$ cat src/rtl/avg_pwr_est_pkg.sv
// avg_pwr_pkg: shared types and constants for the average power estimator.
// Optional AVG_PWR_ROUND_EN selects rounded normalisation in avg_pwr_est.
package avg_pwr_pkg;

   typedef enum logic [1:0] {
      IDLE  = 2'd0,
      ACC   = 2'd1,
      DRAIN = 2'd2
   } state_t;

   localparam int unsigned MAP_GAIN_DEF = 32'd81920;
   localparam int GAIN_WID = 32;

   function automatic int prod_msb(input int w);
      return 2 * w - 2;
   endfunction

   function automatic int prod_lsb(input int w);
      return w - 1;
   endfunction

endpackage

$ cat src/rtl/avg_pwr_est_abs_sq.sv
// abs_sq: saturated magnitude and fractional square of a 1s(W-1) sample.
module abs_sq
   import avg_pwr_pkg::*;
#(
   parameter int IN_WID = 18
) (
   input  logic signed [IN_WID-1:0] dec_var,
   output logic        [IN_WID-1:0] abs_val,
   output logic        [IN_WID-1:0] sq_val
);

   localparam int PMSB = prod_msb(IN_WID);
   localparam int PLSB = prod_lsb(IN_WID);
   localparam logic [IN_WID-1:0] MAX_POS  = {1'b0, {(IN_WID-1){1'b1}}};
   localparam logic [IN_WID-1:0] MOST_NEG = {1'b1, {(IN_WID-1){1'b0}}};

   logic [2*IN_WID-1:0] prod;
   logic                unused_bits;

   always_comb begin
      if (dec_var == MOST_NEG)
         abs_val = MAX_POS;
      else if (dec_var[IN_WID-1])
         abs_val = -dec_var;
      else
         abs_val = dec_var;
   end

   assign prod   = {{IN_WID{1'b0}}, abs_val} * {{IN_WID{1'b0}}, abs_val};
   assign sq_val = prod[PMSB:PLSB];

   assign unused_bits = ^{prod[2*IN_WID-1], prod[PLSB-1:0]};

endmodule

$ cat src/rtl/avg_pwr_est.sv
// avg_pwr_est: windowed mean |x| and mean x^2 with mapper power estimate.
// Define AVG_PWR_ROUND_EN for rounded (saturating) window normalisation.
module avg_pwr_est
   import avg_pwr_pkg::*;
#(
   parameter int          IN_WID   = 18,
   parameter int          LOG2_WIN = 4,
   parameter int unsigned MAP_GAIN = MAP_GAIN_DEF
) (
   input  logic                     clk,
   input  logic                     reset,
   input  logic                     sym_clk_en,
   input  logic signed [IN_WID-1:0] dec_var,
   input  logic                     start,
   input  logic                     continuous,
   output logic signed [IN_WID-1:0] ref_lvl,
   output logic signed [IN_WID-1:0] avg_pwr,
   output logic signed [IN_WID-1:0] map_out_pwr,
   output logic                     meas_valid,
   output logic                     busy
);

   localparam int AW   = IN_WID + LOG2_WIN;
   localparam int PW   = IN_WID + GAIN_WID;
   localparam int PMSB = prod_msb(IN_WID);
   localparam int PLSB = prod_lsb(IN_WID);
   localparam logic [GAIN_WID-1:0] GAIN = GAIN_WID'(MAP_GAIN);

   state_t              state;
   state_t              nxt;
   logic [LOG2_WIN-1:0] cnt;
   logic [AW-1:0]       mag_acc;
   logic [AW-1:0]       sq_acc;
   logic [AW-1:0]       mag_snap;
   logic [AW-1:0]       sq_snap;
   logic                snap_vld;
   logic                s1_vld;
   logic [IN_WID-1:0]   abs_val;
   logic [IN_WID-1:0]   sq_val;
   logic [AW-1:0]       abs_ext;
   logic [AW-1:0]       sq_ext;
   logic [IN_WID-1:0]   mag_norm;
   logic [IN_WID-1:0]   sq_norm;
   logic [2*IN_WID-1:0] ref_sq;
   logic [IN_WID-1:0]   ref_sq_s;
   logic [PW-1:0]       gain_prod;
   logic                take;
   logic                last;
   logic                unused_bits;

   abs_sq #(
      .IN_WID (IN_WID)
   ) u_abs_sq (
      .dec_var (dec_var),
      .abs_val (abs_val),
      .sq_val  (sq_val)
   );

   assign abs_ext = {{LOG2_WIN{1'b0}}, abs_val};
   assign sq_ext  = {{LOG2_WIN{1'b0}}, sq_val};

   // start always claims a coincident sample as sample 0
   assign take = sym_clk_en && (start || state == ACC);
   assign last = sym_clk_en && !start && state == ACC && cnt == '1;
   assign busy = (state != IDLE);

   always_comb begin
      nxt = state;
      if (start) begin
         nxt = ACC;
      end else begin
         unique case (state)
            IDLE:  nxt = IDLE;
            ACC:   if (last && !continuous) nxt = DRAIN;
            DRAIN: if (s1_vld) nxt = IDLE;
            default: nxt = IDLE;
         endcase
      end
   end

   always_ff @(posedge clk or posedge reset) begin
      if (reset) begin
         state    <= IDLE;
         cnt      <= '0;
         mag_acc  <= '0;
         sq_acc   <= '0;
         mag_snap <= '0;
         sq_snap  <= '0;
         snap_vld <= 1'b0;
      end else begin
         state    <= nxt;
         snap_vld <= last;
         if (start) begin
            cnt     <= take ? LOG2_WIN'(1) : '0;
            mag_acc <= take ? abs_ext : '0;
            sq_acc  <= take ? sq_ext : '0;
         end else if (last) begin
            mag_snap <= mag_acc + abs_ext;
            sq_snap  <= sq_acc + sq_ext;
            mag_acc  <= '0;
            sq_acc   <= '0;
            cnt      <= '0;
         end else if (take) begin
            mag_acc <= mag_acc + abs_ext;
            sq_acc  <= sq_acc + sq_ext;
            cnt     <= cnt + LOG2_WIN'(1);
         end
      end
   end

`ifdef AVG_PWR_ROUND_EN
   localparam logic [IN_WID:0] MAX_POS = {2'b00, {(IN_WID-1){1'b1}}};
   localparam logic [AW:0]     HALF    = (AW+1)'(1) << (LOG2_WIN-1);

   logic [AW:0] mag_rnd;
   logic [AW:0] sq_rnd;

   assign mag_rnd  = {1'b0, mag_snap} + HALF;
   assign sq_rnd   = {1'b0, sq_snap} + HALF;
   assign mag_norm = (mag_rnd[AW:LOG2_WIN] > MAX_POS) ?
                     MAX_POS[IN_WID-1:0] : mag_rnd[AW-1:LOG2_WIN];
   assign sq_norm  = (sq_rnd[AW:LOG2_WIN] > MAX_POS) ?
                     MAX_POS[IN_WID-1:0] : sq_rnd[AW-1:LOG2_WIN];
   assign unused_bits = ^{mag_rnd[LOG2_WIN-1:0], sq_rnd[LOG2_WIN-1:0],
                          gain_prod[PW-1:PMSB+1], gain_prod[PLSB-1:0],
                          ref_sq[2*IN_WID-1], ref_sq[PLSB-1:0]};
`else
   assign mag_norm = mag_snap[AW-1:LOG2_WIN];
   assign sq_norm  = sq_snap[AW-1:LOG2_WIN];
   assign unused_bits = ^{mag_snap[LOG2_WIN-1:0], sq_snap[LOG2_WIN-1:0],
                          gain_prod[PW-1:PMSB+1], gain_prod[PLSB-1:0],
                          ref_sq[2*IN_WID-1], ref_sq[PLSB-1:0]};
`endif

   assign ref_sq    = {{IN_WID{1'b0}}, ref_lvl} * {{IN_WID{1'b0}}, ref_lvl};
   assign ref_sq_s  = ref_sq[PMSB:PLSB];
   assign gain_prod = {{GAIN_WID{1'b0}}, ref_sq_s} * {{IN_WID{1'b0}}, GAIN};

   // two-stage result pipeline; outputs only move on their valid
   always_ff @(posedge clk or posedge reset) begin
      if (reset) begin
         s1_vld      <= 1'b0;
         ref_lvl     <= '0;
         avg_pwr     <= '0;
         map_out_pwr <= '0;
         meas_valid  <= 1'b0;
      end else begin
         s1_vld     <= snap_vld;
         meas_valid <= s1_vld;
         if (snap_vld) begin
            ref_lvl <= mag_norm;
            avg_pwr <= sq_norm;
         end
         if (s1_vld)
            map_out_pwr <= gain_prod[PMSB:PLSB];
      end
   end

endmodule

$ cat config.mk
export PLATFORM = sky130hd
export DESIGN_NAME = avg_pwr_est
export DESIGN_NICKNAME = d
export VERILOG_FILES = /design/src/rtl/avg_pwr_est_pkg.sv /design/src/rtl/avg_pwr_est_abs_sq.sv /design/src/rtl/avg_pwr_est.sv
export SDC_FILE = /design/constraint.sdc
export NUM_CORES = 2
export LEC_CHECK = 0
export CAP_MARGIN = 40
export CORE_UTILIZATION = 60
export DETAILED_ROUTE_END_ITERATION = 12
export HOLD_SLACK_MARGIN = 0.12
export PLACE_DENSITY = 0.89
export REMOVE_ABC_BUFFERS = 1
export SYNTH_ARGS = -nofsm -noshare
export SYNTH_HDL_FRONTEND = slang
export SYNTH_HIERARCHICAL = 1
export SYNTH_SLANG_ARGS = --single-unit
$ cat constraint.sdc
create_clock -name clk -period 10.6 [get_ports clk]
set_input_delay 1.59 -clock clk [delete_from_list [all_inputs] [get_ports clk]]
set_output_delay 1.59 -clock clk [all_outputs]
set_load 0.05 [all_outputs]
==> out/metrics.csv <==
metric;value;unit
status;finished with violations;
failing checks;design-rule violations;
Via density;5.67;
Hold Crit Start;mag_snap[10]$_DFFE_PP0P_;
final period utilization;0.980;
top cells by count, synth;inv_1, fa_1, nand2_1, ha_1, nor2_1;
Root Buffer;clkbuf_16;
Iter 0 DRT Violations;1556;
main flop type after synthesis;dfrtp_1;
largest net degree at the start of global routing;66;
most numerous cell in the Yosys netlist;inv_1;
Distinct cells, synth;88;
Avg Inst Size Synth;9.14;um^2
die height;210;um
GP Congestion;0.958;
Worst Hold End;mag_snap[10]$_DFFE_PP0P_;
Clock Tree Buf Depth;2;
Core ar.;43000;um^2
antenna cells;0;
final WL;67600;um
initial antenna violation count;1;
PortBufs;78;
Yosys warnings;6;
antenna viol nets, final;0;
post-synth design cell area;26100;um^2
Design Area, Final;30500;um^2
Avg WL per Cell;18.1;um
Synth top area share;0.338;
r2r setup slk;1570;ps
GRT met3 Usage;0.0521;
Skew-Pair Late Insertion Delay;470;ps
simple-gate share of the synthesized area;0.124;
Compound-Gate Fraction of Synth Area;0.0912;
Via Count;21111;
Worst Path Buf+Inv;8;
# rows;76;
placed instance area;29000;um^2
Worst-Margin Slew;1020;ps
Final Critical Period;10390;ps
post-synth top area cell;fa_1;
Clock Skew;10.7;ps
endpoints failing hold;0;
Reg-to-Reg Start;ref_lvl[10]$_DFFE_PP0P_;
Detailed Routing Iterations Pass 1;10;
XOR/XNOR share of the synthesized area;0.0386;
layout overhead on the synthesized area;16.9;%
most frequent cell on the critical path;fa_1;
grt ovf;0;
CTS buffer count;17;
Most Crowded Layer GR;met2;
net count reported at finish;3872;
I/O Pins;79;
main combinational cell family by area after synthesis;adder cells;
Max-Cap Viols;0;
Post-synth ARST share;1.00;
die span in x;210;um
WS Path Type;in2reg;
Post-Synthesis Cells;2854;
H-tree depth;4;
Post-synth EDFFs;0;
reg2reg path depth;32;
sequential fraction of the synthesis area;0.137;
Overall Global Routing Usage;0.308;
ranking of synthesized cells by area;fa_1, dfrtp_1, ha_1, inv_1, nand2_1;
fin. max-slew vios;0;
first-pass GRT wire length;108000;um
slowest CP cell;or4b_4;
Max Clk Rate;96.3;MHz
Top delay family on crit path;adder cells;
# setup viols final;0;
post-synthesis mux area share;0.0220;
critical path's largest stage delay;550;ps
detailed placer's ending HPWL;53000;um
share of layout cells above drive strength 1;0.164;
TritonCTS clock tree;yes;
CP Launch Type;input pin;
Slew Limit Headroom;0.321;
initial core utilization;0.607;
overall die area;44300;um^2
#FFs+latches synth;143;
Clk pin slew, worst setup/hold paths;60;ps
vias in the first global route;23058;
CP Max Fanout;5;
worst r2r dst;map_out_pwr[15]$_DFFE_PP0P_;
Hold WC Path Type;reg2reg;
Synth Area in Adders;0.473;
TritonCTS Sinks;143;
met1 Usage GRT;0.348;
met2 GRT Util;0.558;
WP data arrival;10700;ps
Crit path required time;10920;ps
crit end category;flip-flop;
Remaining DRCs;2;
Hold Crit Depth;2;
[tightest hold or removal path, delay by kind of cell (launching register included)]
kind             cells  cell delay (ps)
DFF                  1              340
and+or+nand+nor      2              110
[stage by stage]
stage                     hold WS (ps)  setup TNS (ps)   util  instances  worst slack [ps]
after floorplan                    440               0      -       2771               150
after global placement             454           -6020  0.672       3660              -411
after detailed placement           457          -11230  0.675       3664              -579
after CTS                          472               0  0.690       3698             0.287
after global routing               505           -34.1  0.710       3725             -34.1
final                              475               0  0.710       3725               213
[flip-flops by register name, indices dropped and copies added (netlist names)]
name,flops
avg_pwr,18
meas_valid,1
cnt,4
sq_snap,18
map_out_pwr,18
mag_snap,18
sq_acc,22
mag_acc,22
state,2
snap_vld,1
s1_vld,1
ref_lvl,18
[how the worst max path moves through the flow]
stage,start,to,cells past startpoint,slack (ps)
4_1_cts,dec_var[10],sq_acc[20]$_DFFE_PP0P_,38,0.3
3_3_place_gp,dec_var[10],sq_acc[16]$_DFFE_PP0P_,35,-410
3_5_place_dp,dec_var[10],sq_snap[20]$_DFFE_PP0P_,38,-580
2_1_floorplan,dec_var[10],sq_snap[20]$_DFFE_PP0P_,33,150
6_report,dec_var[12],sq_acc[19]$_DFFE_PP0P_,36,210
5_1_grt,dec_var[12],sq_acc[19]$_DFFE_PP0P_,36,-30
[metal layers]
layer  vias up  share of wire
met1     10438           0.36
met5         -        0.00019
met4         2          0.058
li1       9388              -
met2       965           0.52
met3       318          0.066
[cells in the final DEF (no fill, tap or decap), types with 13 or more instances in the layout]
cell               n
inv_1            640
fa_1             432
nand2_1          300
ha_1             268
buf_4            244
dfrtp_1          142
nor2_1           138
a21oi_1           84
o21ai_0           80
clkdlybuf4s50_1   74
xnor2_1           70
and2_1            65
mux2_2            43
a21o_1            37
xor2_1            35
nand3_1           26
nand2_2           24
nor3_1            22
a21oi_2           18
nor2b_1           17
clkbuf_16         17
conb_1            13
[logic make-up (layout without fill, tap and decap cells)]
kind of cell / count (synthesis) / in the layout
AO/OA/AOI/OAI: 361 / 361
XOR/XNOR: 114 / 114
adder cells (fa/ha/maj): 722 / 722
buffers and inverters: 757 / 1031
flip-flops: 143 / 143
multiplexers: 52 / 52
other: 2 / 13
AND/OR/NAND/NOR: 703 / 704
[what timing repair did]
action | 4_1_cts | 5_1_grt
cloned | 0 | 1
setup endpoints to repair | 9 | 26
buffers inserted | 2 | 26
hold buffers | 0 | 0
resized for setup | 14 | 143
pin swaps | 5 | 92
[area by class of cell]
class	instances	area [um^2]
Tap cell	585	732
Fill cell	2931	12500
Clock inverter	14	155
Inverter	663	2530
Multi-Input combinational cell	1966	20200
Sequential cell	143	3580
Timing Repair Buffer	336	2860
Clock buffer	18	429
Power is left out: the tool's default activity adds up to more than one toggle a clock period on the data nets, which glitch-free logic cannot reach.
